===== config.mk =====
export PLATFORM = sky130hd
export DESIGN_NAME = decoder_2_4_pulse
export DESIGN_NICKNAME = d
export VERILOG_FILES = /design/src/rtl/decoder_2_4_pulse_pkg.sv /design/src/rtl/decoder_2_4_pulse_onehot_to_bin.sv /design/src/rtl/decoder_2_4_pulse.sv
export SDC_FILE = /design/constraint.sdc
export NUM_CORES = 1
export LEC_CHECK = 0
export ABC_AREA = 1
export CORE_MARGIN = 3
export CORE_UTILIZATION = 45
export CTS_CLUSTER_DIAMETER = 100
export DETAILED_ROUTE_END_ITERATION = 10
export GPL_ROUTABILITY_DRIVEN = 0
export GPL_TIMING_DRIVEN = 0
export HOLD_SLACK_MARGIN = 0.06
export PLACE_DENSITY = 0.8
export SYNTH_ARGS = -nofsm -noshare
export SYNTH_HDL_FRONTEND = slang
export SYNTH_HIERARCHICAL = 1
export SYNTH_SLANG_ARGS = --single-unit

===== constraint.sdc =====
create_clock -name clk -period 3 [get_ports clk]
set_input_delay 0.75 -clock clk [delete_from_list [all_inputs] [get_ports clk]]
set_output_delay 0.75 -clock clk [all_outputs]
set_load 0.03 [all_outputs]

===== src/rtl/decoder_2_4_pulse_pkg.sv =====
// Shared types and helpers for the pulsed binary-to-one-hot decoder.
//   state_e       : FSM state encoding (IDLE, HOLD, GAP)
//   onehot_width  : one-hot width derived from a code width (2**in_w)
package dec_pkg;

  typedef enum logic [1:0] {
    IDLE = 2'b00,
    HOLD = 2'b01,
    GAP  = 2'b10
  } state_e;

  function automatic int unsigned onehot_width(input int unsigned in_w);
    return 32'd1 << in_w;
  endfunction

endpackage


===== src/rtl/decoder_2_4_pulse_onehot_to_bin.sv =====
// Combinational one-hot to binary converter.
//   onehot_i     : one-hot vector, 2**IN_W bits
//   bin_o_c      : OR of the indices of all set bits (the index when one-hot)
//   single_o_c   : high when exactly one bit of onehot_i is set
module onehot_to_bin
  import dec_pkg::*;
#(
  parameter int unsigned IN_W = 2,
  localparam int unsigned OUT_W = onehot_width(IN_W)
) (
  input  logic [OUT_W-1:0] onehot_i,
  output logic [IN_W-1:0]  bin_o_c,
  output logic             single_o_c
);

  logic [IN_W:0] ones;

  // Index OR plus popcount in one pass over the vector
  always_comb begin
    bin_o_c = '0;
    ones    = '0;
    for (int unsigned i = 0; i < OUT_W; i++) begin
      if (onehot_i[i]) begin
        bin_o_c = bin_o_c | IN_W'(i);
        ones    = ones + (IN_W+1)'(1);
      end
    end
    single_o_c = (ones == (IN_W+1)'(1));
  end

endmodule


===== src/rtl/decoder_2_4_pulse.sv =====
// Pulsed binary-to-one-hot decoder. Accepts a code over valid/ready, then
// drives line (1 << code) for HOLD_CYCLES cycles followed by GAP_CYCLES
// all-zero cycles before the next accept.
//   clk, rst_n  : clock, asynchronous active-low reset
//   in_valid    : in_code is valid
//   in_ready    : block can accept a code (registered, high only in IDLE)
//   in_code     : binary code, IN_W bits
//   out_onehot  : registered one-hot output, zero when idle
//   out_valid   : high while out_onehot is non-zero
//   busy        : high in HOLD or GAP
//   dec_err     : sticky loopback-check error (only with DEC_LOOPBACK_CHECK_EN)
// Optional feature macro: DEC_LOOPBACK_CHECK_EN
module decoder_2_4_pulse
  import dec_pkg::*;
#(
  parameter int unsigned IN_W        = 2,
  parameter int unsigned HOLD_CYCLES = 4,
  parameter int unsigned GAP_CYCLES  = 1,
  localparam int unsigned OUT_W = onehot_width(IN_W)
) (
  input  logic             clk,
  input  logic             rst_n,
  input  logic             in_valid,
  output logic             in_ready,
  input  logic [IN_W-1:0]  in_code,
  output logic [OUT_W-1:0] out_onehot,
  output logic             out_valid,
  output logic             busy
`ifdef DEC_LOOPBACK_CHECK_EN
  ,
  output logic             dec_err
`endif
);

  localparam int unsigned CNT_MAX = (HOLD_CYCLES > GAP_CYCLES) ? HOLD_CYCLES : GAP_CYCLES;
  localparam int unsigned CNT_W   = $clog2(CNT_MAX + 1);

  state_e             state_q, state_d;
  logic [CNT_W-1:0]   cnt_q, cnt_d;
  logic [OUT_W-1:0]   out_onehot_q, out_onehot_d;
  logic               out_valid_q, out_valid_d;
  logic               busy_q, busy_d;
  logic               in_ready_q, in_ready_d;
  logic               accept_c;

  // in_ready_q is low out of reset, so no accept can happen on the first edge
  assign accept_c = (state_q == IDLE) && in_valid && in_ready_q;

  always_ff @(posedge clk or negedge rst_n) begin
    if (!rst_n) begin
      state_q      <= IDLE;
      cnt_q        <= '0;
      out_onehot_q <= '0;
      out_valid_q  <= 1'b0;
      busy_q       <= 1'b0;
      in_ready_q   <= 1'b0;
    end else begin
      state_q      <= state_d;
      cnt_q        <= cnt_d;
      out_onehot_q <= out_onehot_d;
      out_valid_q  <= out_valid_d;
      busy_q       <= busy_d;
      in_ready_q   <= in_ready_d;
    end
  end

  // Next-state and registered-output logic
  always_comb begin
    state_d      = state_q;
    cnt_d        = cnt_q;
    out_onehot_d = out_onehot_q;
    out_valid_d  = out_valid_q;
    busy_d       = busy_q;
    in_ready_d   = in_ready_q;

    case (state_q)
      IDLE: begin
        in_ready_d = 1'b1;
        if (accept_c) begin
          state_d      = HOLD;
          cnt_d        = CNT_W'(HOLD_CYCLES - 1);
          out_onehot_d = OUT_W'(1) << in_code;
          out_valid_d  = 1'b1;
          busy_d       = 1'b1;
          in_ready_d   = 1'b0;
        end
      end
      HOLD: begin
        if (cnt_q == '0) begin
          out_onehot_d = '0;
          out_valid_d  = 1'b0;
          if (GAP_CYCLES > 0) begin
            state_d = GAP;
            cnt_d   = CNT_W'(GAP_CYCLES - 1);
          end else begin
            state_d    = IDLE;
            busy_d     = 1'b0;
            in_ready_d = 1'b1;
          end
        end else begin
          cnt_d = cnt_q - CNT_W'(1);
        end
      end
      GAP: begin
        if (cnt_q == '0) begin
          state_d    = IDLE;
          busy_d     = 1'b0;
          in_ready_d = 1'b1;
        end else begin
          cnt_d = cnt_q - CNT_W'(1);
        end
      end
      default: begin
        state_d      = IDLE;
        cnt_d        = '0;
        out_onehot_d = '0;
        out_valid_d  = 1'b0;
        busy_d       = 1'b0;
        in_ready_d   = 1'b0;
      end
    endcase
  end

  assign in_ready   = in_ready_q;
  assign out_onehot = out_onehot_q;
  assign out_valid  = out_valid_q;
  assign busy       = busy_q;

`ifdef DEC_LOOPBACK_CHECK_EN
  logic [IN_W-1:0] code_q;
  logic            dec_err_q, dec_err_d;
  logic [IN_W-1:0] reenc_c;
  logic            single_c;

  onehot_to_bin #(.IN_W(IN_W)) u_onehot_to_bin (
    .onehot_i   (out_onehot_q),
    .bin_o_c    (reenc_c),
    .single_o_c (single_c)
  );

  // Sticky flag: bad re-encode while valid, or any line high while not valid
  always_comb begin
    dec_err_d = dec_err_q;
    if (out_valid_q) begin
      if ((reenc_c != code_q) || !single_c) dec_err_d = 1'b1;
    end else if (out_onehot_q != '0) begin
      dec_err_d = 1'b1;
    end
  end

  always_ff @(posedge clk or negedge rst_n) begin
    if (!rst_n) begin
      code_q    <= '0;
      dec_err_q <= 1'b0;
    end else begin
      if (accept_c) code_q <= in_code;
      dec_err_q <= dec_err_d;
    end
  end

  assign dec_err = dec_err_q;
`endif

endmodule


==> reports/qor.csv, run 1 <==
metric,value,unit
h-tree-depth,1,
tightest_slew,0.536,ns
numCtsBuffers,3,
path_buf_inv,1,
slew_headroom,64.2,%
die_area,1870,sq um
most-common-layout-cells,"28 x nand2_1, 12 x inv_1, 12 x dfrtp_1, 11 x clkdlybuf4s50_1, 9 x nand3_1",
drive_above_1_share,11.6,%
status,completed,
finalSetupViolCount,0,
path_cells,clkdlybuf4s50_1,
grt_pass1_vias,563,
worst_path_largest_cell_delay,0.69,ns
synth_cells,80,
seq_area,300,sq um
via_per_inst,5.13,
start_util,51.9,%
hold_viol,0,
hpwl,1020,microns
num-fill-cells,115,
cts_buffer_depth,2,
path_delay_family,buffers and inverters,
clock_latency,0.28,ns
coreArea,1200,sq um
die_x,43.2,microns
post_cts_buffers,0,
ant_nets,0,
diodes,0,
crit_cells,1,
overflow,0,
reg2reg_from,cnt_q[0],
fp-row-count,12,
cts.sinks,12,
endpoint_kind,output pin,
placedInstanceArea,751,sq um
power.density,1120,nW/um^2
grt_max_degree,13,
ir_worst_vdd,0.000590,V
drtIter0Drc,14,
syn-cell-area,623,sq um
critPathSlowestCell,clkdlybuf4s50_1,
syn_avg_cell_area,7.79,sq um
final_cell_area,787,sq um
syn_nets,87,
fin_nets,103,
crit_required,2.25,ns
hp-start,cnt_q[0],
finalMaxSlewViolations,0,
ys_types,14,
wl,1320,microns
fin_skew,0.00328,ns
finalCriticalPeriod,2.08,ns
ctsResizeCount,0,
grt_usage,16.7,%
multi_input_area,270,sq um
min_path_cells,2,
critPathLaunch,out_valid,
hp-class,reg2reg,
first_pass_iters,4,
cap_viol_max_count,0,
cts_hold_buf,0,
finalHoldWorstSlack,0.498,ns
leakage,0.440,nW
vias,559,
io_buffers,11,
antenna_found_initial,0,
synth_seq_cells,12,
fin_cells,109,
cts-root-buf,clkbuf_4,
tritoncts,yes,
cp.arrival,1.33,ns
remaining_drc_errors,0,
tns,0,ns
setup.worst_path.class,reg2out,
min_period_over_period,69.2,%
syn2layout_area_growth,26.3,%
cp_max_fo,2,
grt_pass1_wl,2300,microns
fp.dieH,43.2,microns
ys_seq_area_share,48.2,%
dp.cells,105,
io_pins,12,
rsz0062_at_grt,no,
routedWlPerCell,12.1,microns
reg2reg_depth,7,
startpoint_type,flip-flop,
final_common_cell,nand2_1,
clk_pin_slew,0.08,ns
max_freq,481,MHz
ys_warn_count,6,
==> where the power goes <==
part	total (mW)	leakage, nW	switching (mW)	internal (mW)
sequential	0.267	0.154	0.0379	0.229
combinational	0.486	0.265	0.315	0.171
clock	0.129	0.0210	0.0554	0.0738
total	0.882	0.440	0.408	0.474
==> metrics by stage <==
| step | setup WS, ns | util, % | power (mW) |
|---|---|---|---|
| 4_1_cts | 0.911 | 65.5 | 0.888 |
| 3_5_place_dp | 1.12 | 62.5 | 0.752 |
| 3_3_place_gp | 1.15 | 62.5 | 0.734 |
| 2_1_floorplan | 1.68 | - | 0.598 |
| 6_report | 0.923 | 65.5 | 0.882 |
| 5_1_grt | 0.887 | 65.5 | 0.954 |
==> worst paths after layout <==
check	slack, ns	endpoint
max	0.92	out_valid
min	0.50	cnt_q[0]
max reg2reg	1.64	out_onehot[0]
min reg2reg	0.50	cnt_q[0]
max in group asynchronous	1.83	out_valid
min in group asynchronous	0.82	in_ready
==> Yosys cell counts (all sizes together) <==
cell | n | area share, %
nand2 | 29 | 19
inv | 14 | 8.4
dfrtp | 12 | 48
nand3 | 9 | 7.2
o21ai | 7 | 6.2
nor2 | 5 | 4.6
ha | 2 | 4.0
a21oi | 1 | 0.80
mux2 | 1 | 1.8
==> state kept, by name, summed over array words and instances, names as in the netlist <==
signal,count
cnt_q,3
out_valid,1
busy,1
in_ready,1
out_onehot,4
state_q,2
==> cell type report <==
cell class	instances	area share (%)
sequential	12	38.2
multi-input combinational	54	34.3
timing repair buffer	11	14.0
inverter	14	6.68
clock buffer	4	4.61
tap	14	2.23
==> kinds of logic after synthesis <==
| kind of cell | share of synthesized area [%] |
|---|---|
| muxes | 1.81 |
| AOI/OAI and AO/OA | 7.03 |
| buffers and inverters | 8.43 |
| DFF | 48.2 |
| and+or+nand+nor | 30.5 |
| adders and majority gates | 4.02 |
==> metal layers <==
| layer | wire length [microns] | GRT usage (%) | part of all wire [%] | vias up |
|---|---|---|---|---|
| met1 | 520 | 18.7 | 40 | 264 |
| met3 | 52 | 3.81 | 4.0 | 5 |
| met5 | 0 | 0 | 0 | - |
| met2 | 716 | 29.5 | 54 | 13 |
| li1 | - | - | - | 277 |
| met4 | 27 | 7.23 | 2.1 | 0 |
Note: power is estimated with default switching activity, not from simulation.
==> run 2, diff against run 1 <==
- CORE_UTILIZATION: 45 -> 43
- clock period: 3 -> 1.7 ns (I/O delays scaled with it)
==> run 2 against run 1 <==
  * Final area decreased by 0.95%
  * First-iteration DRC count decreased by 64%
  * Worst setup slack got worse by 0.70 ns
  * Register-to-register slack got worse by 1.3 ns
  * Critical path depth unchanged
  * Utilization decreased by 7.1 points
  * Clock-buffer cell count unchanged
  * Via count decreased by 0.18%
  * Clock power increased by 79%
  * Global-route usage decreased by 1.2 points
  * Largest power group unchanged
  * Highest routed layer unchanged
==> reports/qor.csv, run 2 (synthesized netlist as in run 1, its figures left out) <==
metric,value,unit
r2r-end,out_onehot[3],
hp-class,reg2reg,
cp-endpoint,in_ready,
cts.sinks,12,
hold_viol,0,
drive_above_1_share,11.6,%
clkPwrFrac,15.6,%
finalSetupViolCount,0,
clk_pin_slew,0.08,ns
cp.arrival,1.06,ns
reg2reg_setup_slack,0.35,ns
drtIter0Drc,5,
die_x,44.1,microns
wl,1170,microns
fp.dieH,44.1,microns
cts-root-buf,clkbuf_4,
overflow,0,
p_sw_share,47.0,%
io_pins,12,
io_buffers,11,
grt_usage,15.4,%
diodes,0,
min_period_over_period,87.1,%
tritoncts,yes,
slew_headroom,64.3,%
syn2layout_area_growth,25.1,%
startpoint_type,flip-flop,
dp.cells,106,
vias,558,
finalMaxSlewViolations,0,
numCtsBuffers,3,
tns,0,ns
num-fill-cells,122,
hpwl,938,microns
critPathLaunch,in_ready,
grt_pass1_vias,521,
crit_required,1.27,ns
finalCriticalPeriod,1.48,ns
cp_max_fo,3,
crit_cells,1,
reg2reg_depth,7,
cap_viol_max_count,0,
p_comb_share,53.0,%
post_cts_buffers,0,
h-tree-depth,1,
status,completed,
fp-row-count,13,
routedWlPerCell,10.6,microns
start_util,46.7,%
cts_buffer_depth,2,
grt_max_degree,13,
first_pass_iters,4,
fin_skew,0.00116,ns
pwr-share-seq,31.4,%
clock_latency,0.28,ns
antenna_found_initial,0,
grt_pass1_wl,2140,microns
critPathSlowestCell,dlygate4sd2_1,
via_per_inst,5.07,
die_area,1940,sq um
path_cells,dlygate4sd2_1,
path_buf_inv,1,
final_common_cell,nand2_1,
power.internal,787,uW
rsz0062_at_grt,no,
worst_path_largest_cell_delay,0.41,ns
endpoint_kind,output pin,
power.density,1900,nW/um^2
coreArea,1330,sq um
path_delay_family,buffers and inverters,
max_freq,675,MHz
p_switching,697,uW
fin_cells,110,
tightest_slew,0.534,ns
seq_area,300,sq um
ir_worst_vdd,0.000975,V
multi_input_area,270,sq um
largest_register_ffs,4,
ant_nets,0,
fin_nets,103,
leakage,0.464,nW
setup.worst_path.class,reg2out,
remaining_drc_errors,0,
most-common-layout-cells,"28 x nand2_1, 12 x inv_1, 12 x dfrtp_1, 9 x nand3_1, 7 x dlygate4sd2_1",
reg2reg_from,cnt_q[0],
[run 2: cell count changes in the layout (fill, tap and decap cells not counted)]
cell             delta
clkdlybuf4s50_1     -7
dlygate4sd2_1       +7
[run 2: repair_timing]
| item | in CTS | in global routing |
|---|---|---|
| hold buffers | 0 | 0 |
| gates resized for setup | 7 | 0 |
| endpoints found under the setup margin | 7 | 0 |
[run 2: cell type report]
| cell class | instances | share of cell area, % |
|---|---|---|
| Sequential cell | 12 | 38.5 |
| Multi-Input combinational cell | 54 | 34.7 |
| Inverter | 14 | 6.74 |
| Tap cell | 15 | 2.41 |
| Timing Repair Buffer | 11 | 13.0 |
| Clock buffer | 4 | 4.65 |
[run 2: worst min-delay path by stage]
| stage | from | endpoint | slack, ns | cells past startpoint |
|---|---|---|---|---|
| floorplan | rst_n | busy | 0.13 | 0 |
| global placement | busy | busy | 0.46 | 2 |
| detailed placement | cnt_q[1] | cnt_q[1] | 0.47 | 2 |
| CTS | busy | busy | 0.48 | 2 |
| global route | busy | busy | 0.52 | 2 |
| finish | busy | busy | 0.48 | 2 |
[run 2: layer usage]
metal	track usage, %	wire [microns]	up-vias
met2	24.4	551	17
met3	4.07	59	5
met5	0	0	-
met4	9.04	37	0
li1	-	-	280
met1	18.9	521	256
[run 2: stage by stage]
stage	hold WS, ns	instance area (sq um)	utilization (%)	setup WS (ns)	power [mW]
after global routing	0.519	779	58.4	0.181	1.63
after floorplan	0.129	623	-	0.505	1.06
final	0.478	779	58.4	0.219	1.48
after CTS	0.485	779	58.4	0.217	1.50
after global placement	0.463	752	56.4	0.173	1.29
after detailed placement	0.468	752	56.4	0.136	1.32
[run 2: power by group through the flow]
stage / Combinational (mW) / Sequential (mW) / Clock [mW]
after floorplan: 0.450 / 0.605 / 0
after global placement: 0.823 / 0.472 / 0
after detailed placement: 0.844 / 0.474 / 0
after CTS: 0.799 / 0.466 / 0.236
after global routing: 0.897 / 0.485 / 0.249
final: 0.786 / 0.466 / 0.231
==> run 3, diff against run 2 <==
- CORE_UTILIZATION: 43 -> 45
- MAX_ROUTING_LAYER: not set -> met4
- clock period: 1.7 -> 1.81 ns (I/O delays scaled with it)
==> run 3 against run 2 <==
  * Flip-flop and latch count did not move
  * Combinational power up 2%
  * Via count rose by 0.54%
  * Sequential share of layout area is 0.61 points lower
  * Worst setup slack got worse by 0.19 ns
  * Die area decreased by 3.8%
  * Clock power is 7% lower
  * Clock skew up 0.0015 ns
  * Final area rose by 1.6%
  * Cell count shrank 0.91%
  * Sequential power decreased by 5.2%
==> reports/qor.csv, run 3 (synthesized netlist as in run 1, its figures left out) <==
metric,value,unit
status,completed,
min_period_over_period,98.2,%
drive_above_1_share,11.6,%
reg2reg_depth,7,
cts_buffer_depth,2,
place_ws,0.227,ns
grt_max_degree,13,
overflow,0,
remaining_drc_errors,0,
fin_nets,103,
largest_register_ffs,4,
slew_headroom,63.5,%
hp-class,reg2reg,
cts-root-buf,clkbuf_4,
path_buf_inv,1,
cp_max_fo,2,
ant_nets,0,
path_cells,clkdlybuf4s50_1,
setup.worst_path.class,reg2out,
cp.arrival,1.32,ns
most-common-layout-cells,"28 x nand2_1, 12 x inv_1, 12 x dfrtp_1, 9 x nand3_1, 9 x clkdlybuf4s50_1",
fp-row-count,12,
cts_hold_buf,0,
tritoncts,yes,
tightest_slew,0.545,ns
power,1.46,mW
fin_ws,0.0333,ns
via_per_inst,5.15,
clock_latency,0.28,ns
fp.dieH,43.2,microns
syn2layout_area_growth,27.1,%
ir_worst_vdd,0.000965,V
cp-endpoint,busy,
finalMaxSlewViolations,0,
cts.sinks,12,
reg2reg_setup_slack,0.45,ns
hold_viol,0,
rsz0062_at_grt,no,
die_area,1870,sq um
fin_skew,0.00267,ns
io_pins,12,
io_buffers,11,
hpwl,1020,microns
grt_usage,17.1,%
crit_cells,1,
clk_pin_slew,0.08,ns
utilization,65.9,%
r2r-end,out_onehot[0],
tns,0,ns
drtIter0Drc,13,
first_pass_iters,4,
numCtsBuffers,3,
coreArea,1200,sq um
crit_required,1.36,ns
reg2reg_from,cnt_q[0],
critPathLaunch,busy,
grt_pass1_wl,2300,microns
power.density,1840,nW/um^2
diodes,0,
start_util,51.9,%
finalHoldWorstSlack,0.499,ns
cap_viol_max_count,0,
antenna_found_initial,0,
grt_pass1_vias,563,
min_path_cells,2,
startpoint_type,flip-flop,
finalCriticalPeriod,1.78,ns
critPathSlowestCell,clkdlybuf4s50_1,
wl,1320,microns
finalSetupViolCount,0,
routedWlPerCell,12.1,microns
worst_path_largest_cell_delay,0.68,ns
die_x,43.2,microns
endpoint_kind,output pin,
leakage,0.462,nW
final_common_cell,nand2_1,
max_freq,563,MHz
path_delay_family,buffers and inverters,
vias,561,
h-tree-depth,1,
## run 3: changes by cell type in the layout (fill, tap and decap cells not counted), sizes merged
cell	delta
dlymetal6s2s	+2
clkdlybuf4s50	+5
dlygate4sd2	-7
## run 3: power breakdown
group	leakage (nW)	internal [mW]	switching (mW)	total [mW]
combinational	0.287	0.280	0.521	0.800
sequential	0.154	0.380	0.0620	0.442
clock	0.0210	0.122	0.0923	0.215
## run 3: worst min path at each step
stage / to / from
after floorplan: busy / rst_n
after global placement: busy / busy
after detailed placement: cnt_q[1] / cnt_q[1]
after CTS: cnt_q[1] / cnt_q[1]
after global routing: cnt_q[1] / cnt_q[1]
final: cnt_q[1] / cnt_q[1]
## run 3: layout make-up
type,count,area (sq um)
Timing Repair Buffer,11,115
Multi-Input combinational cell,54,270
Fill cell,112,409
Tap cell,14,17.5
Inverter,14,52.6
Sequential cell,12,300
Clock buffer,4,36.3
## run 3: worst register-to-register path, delay by kind of cell, from the launching register on
family                     cells  cell delay (ns)
DFF                            1             0.39
and+or+nand+nor                4             0.37
adders and majority gates      1             0.20
AOI/OAI and AO/OA              1             0.18
buffers and inverters          1             0.12
## run 3: timing repair
item | 4_1_cts | 5_1_grt
endpoints found under the setup margin | 0 | 2
gates resized for setup | 0 | 2
setup buffers | 0 | 0
## run 3: stage by stage
| stage | cells | cell area [sq um] |
|---|---|---|
| final | 109 | 792 |
| after global routing | 109 | 792 |
| after CTS | 109 | 787 |
| after detailed placement | 105 | 751 |
| after global placement | 105 | 751 |
| after floorplan | 80 | 623 |
## run 3: metal layers
metal,part of all wire (%),vias to the layer above,routed length (microns),GRT usage (%)
li1,-,277,-,-
met1,39,262,514,18.7
met2,55,17,719,29.5
met3,4.3,5,57,3.81
met4,1.9,0,25,7.23
met5,0,-,0,-
